$ cat config.mk
export PLATFORM = sky130hd
export DESIGN_NAME = wb_arbiter2_flat
export DESIGN_NICKNAME = d
export VERILOG_FILES = /design/src/rtl/wb_arbiter2_if.sv /design/src/rtl/wb_arbiter2.sv /design/src/flat_wrapper.sv
export SDC_FILE = /design/constraint.sdc
export NUM_CORES = 1
export LEC_CHECK = 0
export ABC_AREA = 0
export BUFFER_PORTS_ARGS = -buffer_cell sky130_fd_sc_hd__buf_4
export CAP_MARGIN = 20
export CORE_AREA = 10 10 120 122
export DETAILED_ROUTE_END_ITERATION = 8
export DIE_AREA = 0 0 130 132
export HOLD_SLACK_MARGIN = 0.08
export PLACE_DENSITY_LB_ADDON = 0.12
export SYNTH_ARGS = -nofsm -noshare
export SYNTH_HDL_FRONTEND = slang
export SYNTH_SLANG_ARGS = --single-unit
$ cat constraint.sdc
create_clock -name clk -period 2.3 [get_ports clk]
set_input_delay 0.115 -clock clk [delete_from_list [all_inputs] [get_ports clk]]
set_output_delay 0.115 -clock clk [all_outputs]
set_load 0.1 [all_outputs]
$ cat src/rtl/wb_arbiter2_if.sv
// Wishbone B4 bus bundle (classic + registered burst) shared by the arbiter
// master-facing and slave-facing sides.
//   addr/dat_w/sel : address, write data, byte selects (master -> slave)
//   cyc/stb/we     : cycle, strobe, write enable       (master -> slave)
//   cti/bte        : cycle type, burst type extension  (master -> slave)
//   dat_r/ack/err  : read data, acknowledge, error     (slave -> master)
// Modport "master" is the side that starts cycles; "slave" answers them.
interface wb_arbiter2_if;
  logic [31:0] addr;
  logic [31:0] dat_w;
  logic [3:0]  sel;
  logic        cyc;
  logic        stb;
  logic        we;
  logic [2:0]  cti;
  logic [1:0]  bte;
  logic [31:0] dat_r;
  logic        ack;
  logic        err;

  modport master (
    output addr, dat_w, sel, cyc, stb, we, cti, bte,
    input  dat_r, ack, err
  );

  modport slave (
    input  addr, dat_w, sel, cyc, stb, we, cti, bte,
    output dat_r, ack, err
  );
endinterface

$ cat src/rtl/wb_arbiter2.sv
// Two-master to one-slave Wishbone arbiter. m0 is the core instruction port,
// m1 the data port; both share one slave. A grant is held for the whole bus
// cycle (cyc high), so bursts and read-modify-write sequences are never split.
// A watchdog raises a one-cycle err to the granted master when the slave
// leaves a strobe unanswered for TIMEOUT cycles.
// Ports:
//   clk : clock, rising edge
//   rst : asynchronous active-low reset
//   m0  : instruction-port master bus (arbiter acts as its slave)
//   m1  : data-port master bus (arbiter acts as its slave)
//   s   : shared slave bus (arbiter acts as its master)
// Parameters:
//   PRIORITY : 0 = round-robin on ties, 1 = m1 always wins ties
//   TIMEOUT  : stalled strobe cycles before a watchdog err; 0 disables
module wb_arbiter2 #(
  parameter int unsigned PRIORITY = 0,
  parameter int unsigned TIMEOUT  = 256
) (
  input  logic          clk,
  input  logic          rst,
  wb_arbiter2_if.slave  m0,
  wb_arbiter2_if.slave  m1,
  wb_arbiter2_if.master s
);

  localparam int unsigned CW = (TIMEOUT > 0) ? $clog2(TIMEOUT + 1) : 1;

  typedef enum logic [1:0] {
    IDLE = 2'd0,
    GNT0 = 2'd1,
    GNT1 = 2'd2
  } state_e;

  state_e        state_q, state_d;
  logic          last_gnt_q, last_gnt_d;
  logic [CW-1:0] wd_cnt_q, wd_cnt_d;

  logic granted;
  logic stb_g;
  logic resp;
  logic wd_err;
  logic win1;

  assign granted = (state_q != IDLE);
  assign stb_g   = (state_q == GNT0) ? m0.stb :
                   (state_q == GNT1) ? m1.stb : 1'b0;
  assign resp    = s.ack | s.err;

  // Fires on the TIMEOUT-th consecutive unanswered strobe; a real ack/err in
  // the same cycle suppresses it.
  assign wd_err  = (TIMEOUT != 0) && stb_g && !resp &&
                   (wd_cnt_q == CW'(TIMEOUT - 1));

  always_ff @(posedge clk or negedge rst) begin
    if (!rst) begin
      state_q    <= IDLE;
      last_gnt_q <= 1'b1;
      wd_cnt_q   <= '0;
    end else begin
      state_q    <= state_d;
      last_gnt_q <= last_gnt_d;
      wd_cnt_q   <= wd_cnt_d;
    end
  end

  always_comb begin
    state_d    = state_q;
    last_gnt_d = last_gnt_q;
    win1       = 1'b0;
    unique case (state_q)
      IDLE: begin
        if (m0.cyc && m1.cyc) begin
          win1 = (PRIORITY != 0) || !last_gnt_q;
        end else begin
          win1 = m1.cyc;
        end
        if (m0.cyc || m1.cyc) begin
          state_d    = win1 ? GNT1 : GNT0;
          last_gnt_d = win1;
        end
      end
      GNT0: begin
        // Release goes straight to the waiting master without an idle cycle.
        if (!m0.cyc) begin
          if (m1.cyc) begin
            state_d    = GNT1;
            last_gnt_d = 1'b1;
          end else begin
            state_d = IDLE;
          end
        end
      end
      GNT1: begin
        if (!m1.cyc) begin
          if (m0.cyc) begin
            state_d    = GNT0;
            last_gnt_d = 1'b0;
          end else begin
            state_d = IDLE;
          end
        end
      end
      default: state_d = IDLE;
    endcase
  end

  always_comb begin
    wd_cnt_d = wd_cnt_q + CW'(1);
    if (TIMEOUT == 0 || !granted || (state_d != state_q) ||
        resp || !stb_g || wd_err) begin
      wd_cnt_d = '0;
    end
  end

  always_comb begin
    s.addr   = '0;
    s.dat_w  = '0;
    s.sel    = '0;
    s.cyc    = 1'b0;
    s.stb    = 1'b0;
    s.we     = 1'b0;
    s.cti    = '0;
    s.bte    = '0;
    m0.ack   = 1'b0;
    m0.err   = 1'b0;
    m1.ack   = 1'b0;
    m1.err   = 1'b0;
    m0.dat_r = s.dat_r;
    m1.dat_r = s.dat_r;
    unique case (state_q)
      GNT0: begin
        s.addr  = m0.addr;
        s.dat_w = m0.dat_w;
        s.sel   = m0.sel;
        s.cyc   = m0.cyc;
        s.stb   = m0.stb;
        s.we    = m0.we;
        s.cti   = m0.cti;
        s.bte   = m0.bte;
        m0.ack  = s.ack;
        m0.err  = s.err | wd_err;
      end
      GNT1: begin
        s.addr  = m1.addr;
        s.dat_w = m1.dat_w;
        s.sel   = m1.sel;
        s.cyc   = m1.cyc;
        s.stb   = m1.stb;
        s.we    = m1.we;
        s.cti   = m1.cti;
        s.bte   = m1.bte;
        m1.ack  = s.ack;
        m1.err  = s.err | wd_err;
      end
      default: ;
    endcase
  end

endmodule

$ cat src/flat_wrapper.sv
// flat-port wrapper written by rule: the top's interface ports become plain ports
module wb_arbiter2_flat 
#(
  parameter int unsigned PRIORITY = 0,
  parameter int unsigned TIMEOUT  = 256
)
  (clk, rst, m0_addr, m0_dat_w, m0_sel, m0_cyc, m0_stb, m0_we, m0_cti, m0_bte, m0_dat_r, m0_ack, m0_err, m1_addr, m1_dat_w, m1_sel, m1_cyc, m1_stb, m1_we, m1_cti, m1_bte, m1_dat_r, m1_ack, m1_err, s_addr, s_dat_w, s_sel, s_cyc, s_stb, s_we, s_cti, s_bte, s_dat_r, s_ack, s_err);
  wb_arbiter2_if m0_i ();
  wb_arbiter2_if m1_i ();
  wb_arbiter2_if s_i ();
  input  logic clk;
  input  logic rst;
  input wire logic [$bits(m0_i.addr)-1:0] m0_addr;
  input wire logic [$bits(m0_i.dat_w)-1:0] m0_dat_w;
  input wire logic [$bits(m0_i.sel)-1:0] m0_sel;
  input wire logic [$bits(m0_i.cyc)-1:0] m0_cyc;
  input wire logic [$bits(m0_i.stb)-1:0] m0_stb;
  input wire logic [$bits(m0_i.we)-1:0] m0_we;
  input wire logic [$bits(m0_i.cti)-1:0] m0_cti;
  input wire logic [$bits(m0_i.bte)-1:0] m0_bte;
  output wire logic [$bits(m0_i.dat_r)-1:0] m0_dat_r;
  output wire logic [$bits(m0_i.ack)-1:0] m0_ack;
  output wire logic [$bits(m0_i.err)-1:0] m0_err;
  input wire logic [$bits(m1_i.addr)-1:0] m1_addr;
  input wire logic [$bits(m1_i.dat_w)-1:0] m1_dat_w;
  input wire logic [$bits(m1_i.sel)-1:0] m1_sel;
  input wire logic [$bits(m1_i.cyc)-1:0] m1_cyc;
  input wire logic [$bits(m1_i.stb)-1:0] m1_stb;
  input wire logic [$bits(m1_i.we)-1:0] m1_we;
  input wire logic [$bits(m1_i.cti)-1:0] m1_cti;
  input wire logic [$bits(m1_i.bte)-1:0] m1_bte;
  output wire logic [$bits(m1_i.dat_r)-1:0] m1_dat_r;
  output wire logic [$bits(m1_i.ack)-1:0] m1_ack;
  output wire logic [$bits(m1_i.err)-1:0] m1_err;
  output wire logic [$bits(s_i.addr)-1:0] s_addr;
  output wire logic [$bits(s_i.dat_w)-1:0] s_dat_w;
  output wire logic [$bits(s_i.sel)-1:0] s_sel;
  output wire logic [$bits(s_i.cyc)-1:0] s_cyc;
  output wire logic [$bits(s_i.stb)-1:0] s_stb;
  output wire logic [$bits(s_i.we)-1:0] s_we;
  output wire logic [$bits(s_i.cti)-1:0] s_cti;
  output wire logic [$bits(s_i.bte)-1:0] s_bte;
  input wire logic [$bits(s_i.dat_r)-1:0] s_dat_r;
  input wire logic [$bits(s_i.ack)-1:0] s_ack;
  input wire logic [$bits(s_i.err)-1:0] s_err;
  assign m0_i.addr = m0_addr;
  assign m0_i.dat_w = m0_dat_w;
  assign m0_i.sel = m0_sel;
  assign m0_i.cyc = m0_cyc;
  assign m0_i.stb = m0_stb;
  assign m0_i.we = m0_we;
  assign m0_i.cti = m0_cti;
  assign m0_i.bte = m0_bte;
  assign m0_dat_r = m0_i.dat_r;
  assign m0_ack = m0_i.ack;
  assign m0_err = m0_i.err;
  assign m1_i.addr = m1_addr;
  assign m1_i.dat_w = m1_dat_w;
  assign m1_i.sel = m1_sel;
  assign m1_i.cyc = m1_cyc;
  assign m1_i.stb = m1_stb;
  assign m1_i.we = m1_we;
  assign m1_i.cti = m1_cti;
  assign m1_i.bte = m1_bte;
  assign m1_dat_r = m1_i.dat_r;
  assign m1_ack = m1_i.ack;
  assign m1_err = m1_i.err;
  assign s_addr = s_i.addr;
  assign s_dat_w = s_i.dat_w;
  assign s_sel = s_i.sel;
  assign s_cyc = s_i.cyc;
  assign s_stb = s_i.stb;
  assign s_we = s_i.we;
  assign s_cti = s_i.cti;
  assign s_bte = s_i.bte;
  assign s_i.dat_r = s_dat_r;
  assign s_i.ack = s_ack;
  assign s_i.err = s_err;
  wb_arbiter2 #(.PRIORITY(PRIORITY), .TIMEOUT(TIMEOUT)) u_core (.clk(clk), .rst(rst), .m0(m0_i), .m1(m1_i), .s(s_i));
endmodule
---- After elaboration in Yosys (flattened, before gate mapping) ----
Cells that the tools add are included.
operators by class
  add/subtract/negate cells ............... 1
  equality and inequality tests ........... 9
  mux-type cells .......................... 30
  bitwise operators ....................... 2
  reductions and logical operators ........ 16
operator list
  cell                 count
  $pmux 32 s2          2
  $mux 1               14
  $mux 2               5
  $add 9x1->9 const B  1
  $eq 9x8->1 const B   1
  $mux 9               1
  $ne 2x2->1 const B   4
  $pmux 4 s2           1
  $pmux 1 s2           3
  $pmux 2 s3           1
  $pmux 3 s2           1
  $reduce_and 6->1     1
  $logic_or 1x1->1     5
  $logic_not 1->1      4
  $pmux 2 s2           1
  $logic_and 1x1->1    3
  $pmux 1 s3           1
  $reduce_bool 3->1    1
  $eq 2x1->1 const B   1
  $eq 2x2->1 const B   1
  $logic_not 2->1      1
  $ne 2x1->1 const B   1
  $ne 2x2->1           1
  $or 1x1->1           2
  $reduce_bool 2->1    1
word-level totals
  flip-flop bits (word level) ............. 12
  input bits .............................. 188
  output and inout bits ................... 144

---- Logic depth before layout (Yosys ltp) ----
Gate-level depths: netlist of run 1.
  depth in word-level cells ............... 12
  gate-level depth with buffers ........... 8
  mapped depth without buffers ............ 8

---- Worst setup path before layout of run 1 ----
Ideal clock, no wire load.
  path kind ............................... register to output
  start ................................... reg u_core.state_q[1]
  end ..................................... out s_cyc
  arrival time ............................ 3.607 ns
  data required time ...................... 2.185 ns
  slack ................................... -1.422 ns
  cell stages (with the launch flop) ...... 8
  cells stage by stage .................... dfrtp_1 inv_1 ha_1 buf_6 buf_2 clkbuf_1 nand2_1 a21boi_0
on the way
  cells in the longest elaborated chain, start to end .. 2
  elaborated cells on any way between the ends .. 3
RTL lines
  element                                   line                source
  start, declared                           wb_arbiter2.sv:34   state_e state_q, state_d;
  start signal, assigned                    wb_arbiter2.sv:60   state_q <= state_d;
  $eq 2x2->1 or $eq 2x1->1 (tied branches)  wb_arbiter2.sv:130  unique case (state_q)
  $pmux 1 s2 *                              wb_arbiter2.sv:130
  end, declared                             flat_wrapper.sv:38  output wire logic [$bits(s_i.cyc)-1:0] s_cyc;
Every way passes the cells marked *; elsewhere a longest branch is shown, timed or not.

---- Worst setup path after layout of run 1 ----
  start ................................... reg u_core.wd_cnt_q[0]
  end ..................................... reg u_core.wd_cnt_q[4]
on the way
  cells in the longest elaborated chain, start to end .. 4
  elaborated cells on any way between the ends .. 5
RTL lines
  element                                              line                source
  start, declared                                      wb_arbiter2.sv:36   logic [CW-1:0] wd_cnt_q, wd_cnt_d;
  start signal, assigned                               wb_arbiter2.sv:62   wd_cnt_q <= wd_cnt_d;
  branches (longest 3 deep; another with $add 9x1->9)  -
  $mux 9 *                                             wb_arbiter2.sv:109  if (TIMEOUT == 0 || !granted || (state_d != state_q) ||
  named net u_core.wd_cnt_d[4]                         wb_arbiter2.sv:36
Mark *: on every way through the listed nets, which the timed path passes.
A chain may end at the register's enable or synchronous reset.

==> results.ini, run 1 <==
[placed_design]
place_congestion = 0.762
placed_cells = 639
place_ws_ns = 0.124
dp_hpwl_um = 11500
io_buffers = 235

[clock_tree]
cts_setup_buffers = 0
cts.htree.levels = 1
clk_path_buf_depth = 2
insertion_delay_ns = 0.24
cts.sinks = 12
cts_root_buf = clkbuf_16
cts_tree = built
cts_buffers = 3
clkTransAtPathRegs_ns = 0.04

[setup_path]
critPathKind = flop to flop
timing.rr.end = u_core.wd_cnt_q[4]
required_ns = 2.43
r2r-start = u_core.wd_cnt_q[0]
arrival_ns = 2.27
r2r_slack_ns = 0.16
endpoint_kind = flop
start_kind = flop
path_max_fanout = 9
rr_worst_depth = 8

[drt]
drt_first_pass_iters = 4
finalWirelength_um = 13800
drt_first_iter_violations = 146
drt-vias-per-instance = 4.73
wire_per_inst_um = 21.4
vias = 3045
drc = 0
ant_nets = 0

[min_path]
min_path_cells = 0
hp-start = s_dat_r[2]
min_delay_worst_endpoint = m0_dat_r[2]
min_path_type = primary input to output port

[sta]
finalMaxSlewViolations = 0
finalHoldViolCount = 0
slew-limit-headroom_pct = 65.9
setup_violations = 0
setup_ws_ns = 0.162
fin_crit_sh_pct = 92.9
fin_worst_skew_ns = 0.00417
min_period_ns = 2.14
tightest_slew_ns = 0.510
clock.fmax_ghz = 0.468

[logic_synthesis]
async_flop_share_pct = 100
yosys_register_bits = 12
avgSynthCellArea_um2 = 7.60
synth_edf_count = 0
yosysWarnings = 0
ys.flop_type = dfrtp_1
netlist-cell-type-count = 40
synth_fp_nets = 536
yosysSeqAreaShare_pct = 11.7
synth_area_um2 = 2580
synth_cells = 340

[die]
io_pins = 332
rows = 40
initial_core_util_pct = 21.7
die_h_um = 132
fp.dieW_um = 130
core_um2 = 11900
dieArea_um2 = 17200

[power_and_ir_drop]
peakVddDrop_v = 0.000873
power_density_nw_per_um2 = 1820
p_leak_nw = 2.03
power.total_mw = 8.18

[grt]
grt_max_degree = 51
grt_pass1_wl_um = 20100
grt_use_total_pct = 14.9
grt_pass1_vias = 3271
antenna_found_initial = 0
grt_overflow = 0

[final_layout]
layout.area.seq_um2 = 303
final_util_pct = 37.7
syn2layout_area_growth_pct = 73.9
nets = 694
n_antenna_cell = 0
drive_gt1_share_pct = 69.4
num-fill-cells = 1248
multi_input_area_um2 = 1990
stdcell_count = 644

[run]
drv_cap = 0

[outcome]
status = complete, no violations

==> per-stage QoR <==
stage	hold slack, ns	setup TNS [ns]	area [um^2]
6_report	0.230	0	4500
5_1_grt	0.230	-0.00196	4500
4_1_cts	0.231	0	4450
3_5_place_dp	-0.0315	0	4350
3_3_place_gp	-0.0345	0	4350
2_1_floorplan	-0.181	-0.119	2890
==> how the worst max path moves through the flow <==
stage,slack (ns),to,startpoint
3_5_place_dp,0.12,u_core.wd_cnt_q[8],u_core.wd_cnt_q[0]
2_1_floorplan,-0.12,s_cyc,u_core.state_q[1]
5_1_grt,-0.002,u_core.wd_cnt_q[3],u_core.wd_cnt_q[0]
6_report,0.16,u_core.wd_cnt_q[4],u_core.wd_cnt_q[0]
3_3_place_gp,0.16,u_core.wd_cnt_q[7],u_core.wd_cnt_q[0]
4_1_cts,0.02,m1_err,u_core.state_q[0]
==> critical path, cell delays in order, from the launching register on <==
cell      delay (ns)
dfrtp_1         0.40
ha_1            0.23
nand3_1         0.12
nor2_1          0.08
and3_1          0.19
ha_1            0.23
nor4b_4         0.31
o211ai_4        0.18
nor4_1          0.31
==> where the power goes <==
group	leakage, nW	switching (mW)	internal [mW]
Sequential	0.160	0.0404	0.245
Combinational	1.83	5.35	2.19
Clock	0.0442	0.0929	0.263
==> metal layers <==
metal | vias to the layer above | routed length [um] | GRT usage [%]
met2 | 184 | 6840 | 25.4
met5 | - | 0 | 0
met3 | 15 | 1490 | 6.84
li1 | 1472 | - | -
met1 | 1374 | 5300 | 16.5
met4 | 0 | 155 | 2.88
==> sequential cells by signal, summed over array words and instances, names as in the netlist <==
register,cells
u_core.state_q,2
u_core.wd_cnt_q,9
u_core.last_gnt_q,1
==> area by class of cell <==
| cell class | instances | share of cell area (%) |
|---|---|---|
| repair buffers | 246 | 42.4 |
| inverters | 5 | 0.417 |
| clock buffers | 4 | 1.98 |
| flip-flops and latches | 12 | 6.74 |
| multi-input cells | 230 | 44.4 |
| well taps | 147 | 4.09 |
==> cell usage after synthesis, types with 2 or more instances <==
cell type / instances / area, um^2
a21oi_1: 3 / 15.0
a22oi_1: 77 / 578
and2_1: 4 / 25.0
buf_1: 3 / 11.3
buf_2: 6 / 30.0
buf_4: 66 / 495
buf_6: 2 / 22.5
clkbuf_1: 16 / 60.1
dfrtp_1: 11 / 275
ha_1: 8 / 100
inv_1: 5 / 18.8
nand2_1: 13 / 48.8
nand3_1: 2 / 10.0
nand4_1: 2 / 12.5
nor2_1: 3 / 11.3
nor2b_1: 78 / 488
nor4_1: 8 / 50.1
nor4b_1: 2 / 17.5
nor4b_2: 2 / 30.0
o211ai_2: 2 / 25.0
o21ai_0: 2 / 10.0
o21ai_1: 3 / 15.0
xnor2_1: 3 / 26.3
xor2_1: 3 / 26.3
==> layout by cell type, fill, tap and decap left out, types with 2 or more instances in the layout <==
master     instances
ha_2               3
buf_4            239
o21ai_0            2
nor4_1             7
nand3_1            2
a21oi_2            2
a21oi_1            2
dfrtp_1           10
ha_1               4
a22oi_1           77
xnor2_1            3
nor2b_4           21
buf_6              2
nor4b_1            2
nor2b_2           56
clkbuf_16          3
and2_1             4
nor2_1             3
nand4_1            2
buf_12             4
xor2_1             3
nand2_1           13
inv_1              5
o21ai_1            3
==> kinds of logic (layout without fill, tap and decap cells) <==
family | count (synthesis) | count (layout) | share of synthesized area (%)
and+or+nand+nor | 121 | 121 | 29.3
buffers and inverters | 98 | 255 | 24.7
AOI/OAI and AO/OA | 94 | 94 | 28.0
DFF | 12 | 12 | 11.7
adders and majority gates | 8 | 8 | 3.87
xor gates and xnor gates | 6 | 6 | 2.03
muxes | 1 | 1 | 0.436
==> repair_timing <==
| item | in CTS | in global routing |
|---|---|---|
| hold buffers | 1 | 0 |
| endpoints found under the hold margin | 12 | 0 |
| resized for setup | 0 | 9 |
| setup endpoints to repair | 0 | 28 |
(Power assumes the default switching activity.)
==> run 2, diff against run 1 <==
Settings changed: PLACE_DENSITY_LB_ADDON 0.12 to not set.
==> run 2 against run 1 <==
Core utilization is 0.75 points higher. Cell count is 0.31% lower. Wire length is 6.4% higher. Count of clock-buffer cells in the layout stayed put. Maximum frequency is 1.3% lower. Sequential power is 3% higher. Via count is 1.8% higher. Critical path type is now flop to output port.
==> results.ini, run 2 (same netlist as run 1, synthesis figures left out) <==
[outcome]
status = complete, no violations

[sta]
hold_ws_ns = 0.230  ; -0.00000400 ns
min_period_ns = 2.17  ; +0.0285 ns
fin_worst_skew_ns = 0.00173  ; -0.00244 ns
finalMaxSlewViolations = 0  ; unchanged
tns_ns = 0  ; unchanged
setup_violations = 0  ; unchanged
tightest_slew_ns = 0.559  ; +0.0489 ns
slew-limit-headroom_pct = 62.6  ; -3.3 points
clock.fmax_ghz = 0.462  ; -1.3%
finalHoldViolCount = 0  ; unchanged
fin_crit_sh_pct = 94.2  ; +1.2 points
setup_ws_ns = 0.134  ; -0.0285 ns
rsz0062_at_grt = false

[final_layout]
final_common_cell = buf_4
nets = 692  ; -0.29%
top_regs = u_core.wd_cnt_q x9, u_core.state_q x2, u_core.last_gnt_q x1
final_util_pct = 38.5  ; +0.75 points
largest_register_ffs = 9  ; unchanged
fin_area_um2 = 4580  ; +2.0%
n_antenna_cell = 0  ; unchanged
multi_input_area_um2 = 2010  ; +1.0%
num-fill-cells = 1211  ; -3.0%
stdcell_count = 642  ; -0.31%
layout.area.seq_um2 = 303  ; unchanged
drive_gt1_share_pct = 70.1  ; +0.68 points
syn2layout_area_growth_pct = 77.3
layout_common_cells = 219 x buf_4, 77 x a22oi_1, 56 x nor2b_2
largest_register = u_core.wd_cnt_q

[clock_tree]
insertion_delay_ns = 0.24  ; about the same
cts.htree.levels = 1  ; unchanged
cts_buffers = 3  ; unchanged
clkTransAtPathRegs_ns = 0.04  ; about the same
cts_root_buf = clkbuf_16
clk_path_buf_depth = 2  ; unchanged
cts_tree = built
cts.sinks = 12  ; unchanged

[die]
dieArea_um2 = 17200  ; unchanged
die_h_um = 132  ; unchanged
io_pins = 332  ; unchanged
fp.dieW_um = 130  ; unchanged
initial_core_util_pct = 21.7  ; unchanged
rows = 40  ; unchanged
core_um2 = 11900  ; unchanged

[setup_path]
critPathBufInv = 3  ; +3
arrival_ns = 2.05  ; -0.22 ns
cp_cell_sequence = inv_1 > ha_2 > buf_4 > a22oi_1 > nor2b_4 > buf_4
endpoint_kind = output port
start_kind = flop
path_max_fanout = 24  ; +15
slowest_stage = dfrtp_1
rr_worst_depth = 8  ; unchanged
crit_top_cell = buf_4
slowest_delay_ns = 0.43  ; +0.03 ns
required_ns = 2.18  ; -0.25 ns
critPathKind = flop to output port
r2r-start = u_core.wd_cnt_q[0]
worst-path-stages = 6  ; -2
crit_family = buffers and inverters
timing.rr.end = u_core.wd_cnt_q[4]
r2r_slack_ns = 0.15  ; about the same

[power_and_ir_drop]
p_switching_mw = 5.57  ; +1.7%
switching_share_pct = 67.0  ; about the same
p_int_mw = 2.74  ; +1.5%
peakVddDrop_v = 0.000925  ; +5.9%
p_comb_share_pct = 92.5  ; +0.3 points
power.clock.fraction_pct = 3.9  ; -0.4 points
power.total_mw = 8.31  ; +1.6%
p_leak_nw = 2.04  ; +0.18%
power_density_nw_per_um2 = 1810  ; -0.35%
p_seq_share_pct = 3.6  ; about the same

[min_path]
min_path_type = primary input to output port
min_delay_worst_endpoint = m1_dat_r[23]
min_path_cells = 0  ; unchanged
hp-start = s_dat_r[23]

[run]
drv_cap = 0  ; unchanged

[drt]
ant_nets = 0  ; unchanged
wire_per_inst_um = 22.9  ; +6.7%
finalWirelength_um = 14700  ; +6.4%
drc = 0  ; unchanged
drt_first_pass_iters = 5  ; +1
vias = 3101  ; +1.8%
drt-vias-per-instance = 4.83  ; +2.2%
drt_first_iter_violations = 161  ; +10%

[placed_design]
place_congestion = 0.833  ; +9.3%
placed_area_um2 = 4370  ; +0.52%
io_buffers = 235  ; unchanged
dp_hpwl_um = 12700  ; +9.7%
place_ws_ns = 0.112  ; -0.0123 ns
placed_cells = 637  ; -0.31%

[grt]
grt_overflow = 0  ; unchanged
grt_pass1_vias = 3264  ; -0.21%
antenna_found_initial = 1  ; +1
grt_use_total_pct = 15.8  ; +0.97 points
grt_pass1_wl_um = 21000  ; +4.3%
grt_max_degree = 60  ; +18%

[run 2: area by class of cell]
type | instances | area share [%]
timing repair buffer | 244 | 43.3
tap | 147 | 4.01
sequential | 12 | 6.60
clock buffer | 4 | 1.72
multi-input combinational | 230 | 43.9
inverter | 5 | 0.409
[run 2: worst register-to-register path: stages (launching register included)]
cell and delay [ns]:
dfrtp_1 0.40, ha_1 0.24, nand3_2 0.10, nor2_2 0.06
and3_1 0.18, ha_1 0.23, nor4b_4 0.32, o211ai_4 0.20
nor4_1 0.31
[run 2: repair_timing]
item | in CTS | in global routing
setup endpoints to repair | 2 | 65
resized for setup | 1 | 27
hold buffers | 1 | 0
buffers inserted | 0 | 0
pin swaps | 0 | 1
hold endpoints to repair | 12 | 0
[run 2: per-layer routing]
metal	GRT usage, %	wire (um)
met4	2.94	151
met3	7.92	1850
met2	24.4	6660
met5	0	13
met1	19.3	6000
[run 2: worst max path at each step]
| stage | start | end | slack [ns] |
|---|---|---|---|
| 6_report | u_core.state_q[1] | s_addr[23] | 0.13 |
| 2_1_floorplan | u_core.state_q[1] | s_cyc | -0.12 |
| 5_1_grt | u_core.state_q[1] | s_addr[23] | 0.01 |
| 3_5_place_dp | u_core.wd_cnt_q[0] | u_core.wd_cnt_q[3] | 0.11 |
| 4_1_cts | u_core.wd_cnt_q[0] | u_core.wd_cnt_q[2] | 0.05 |
| 3_3_place_gp | u_core.wd_cnt_q[0] | u_core.wd_cnt_q[6] | 0.20 |
[run 2: power by group through the flow]
stage	combinational, mW	sequential (mW)	clock (mW)
floorplan	6.41	0.286	0
global route	8.01	0.303	0.344
finish	7.69	0.296	0.325
CTS	7.61	0.292	0.332
detailed placement	7.60	0.295	0
global placement	7.55	0.294	0
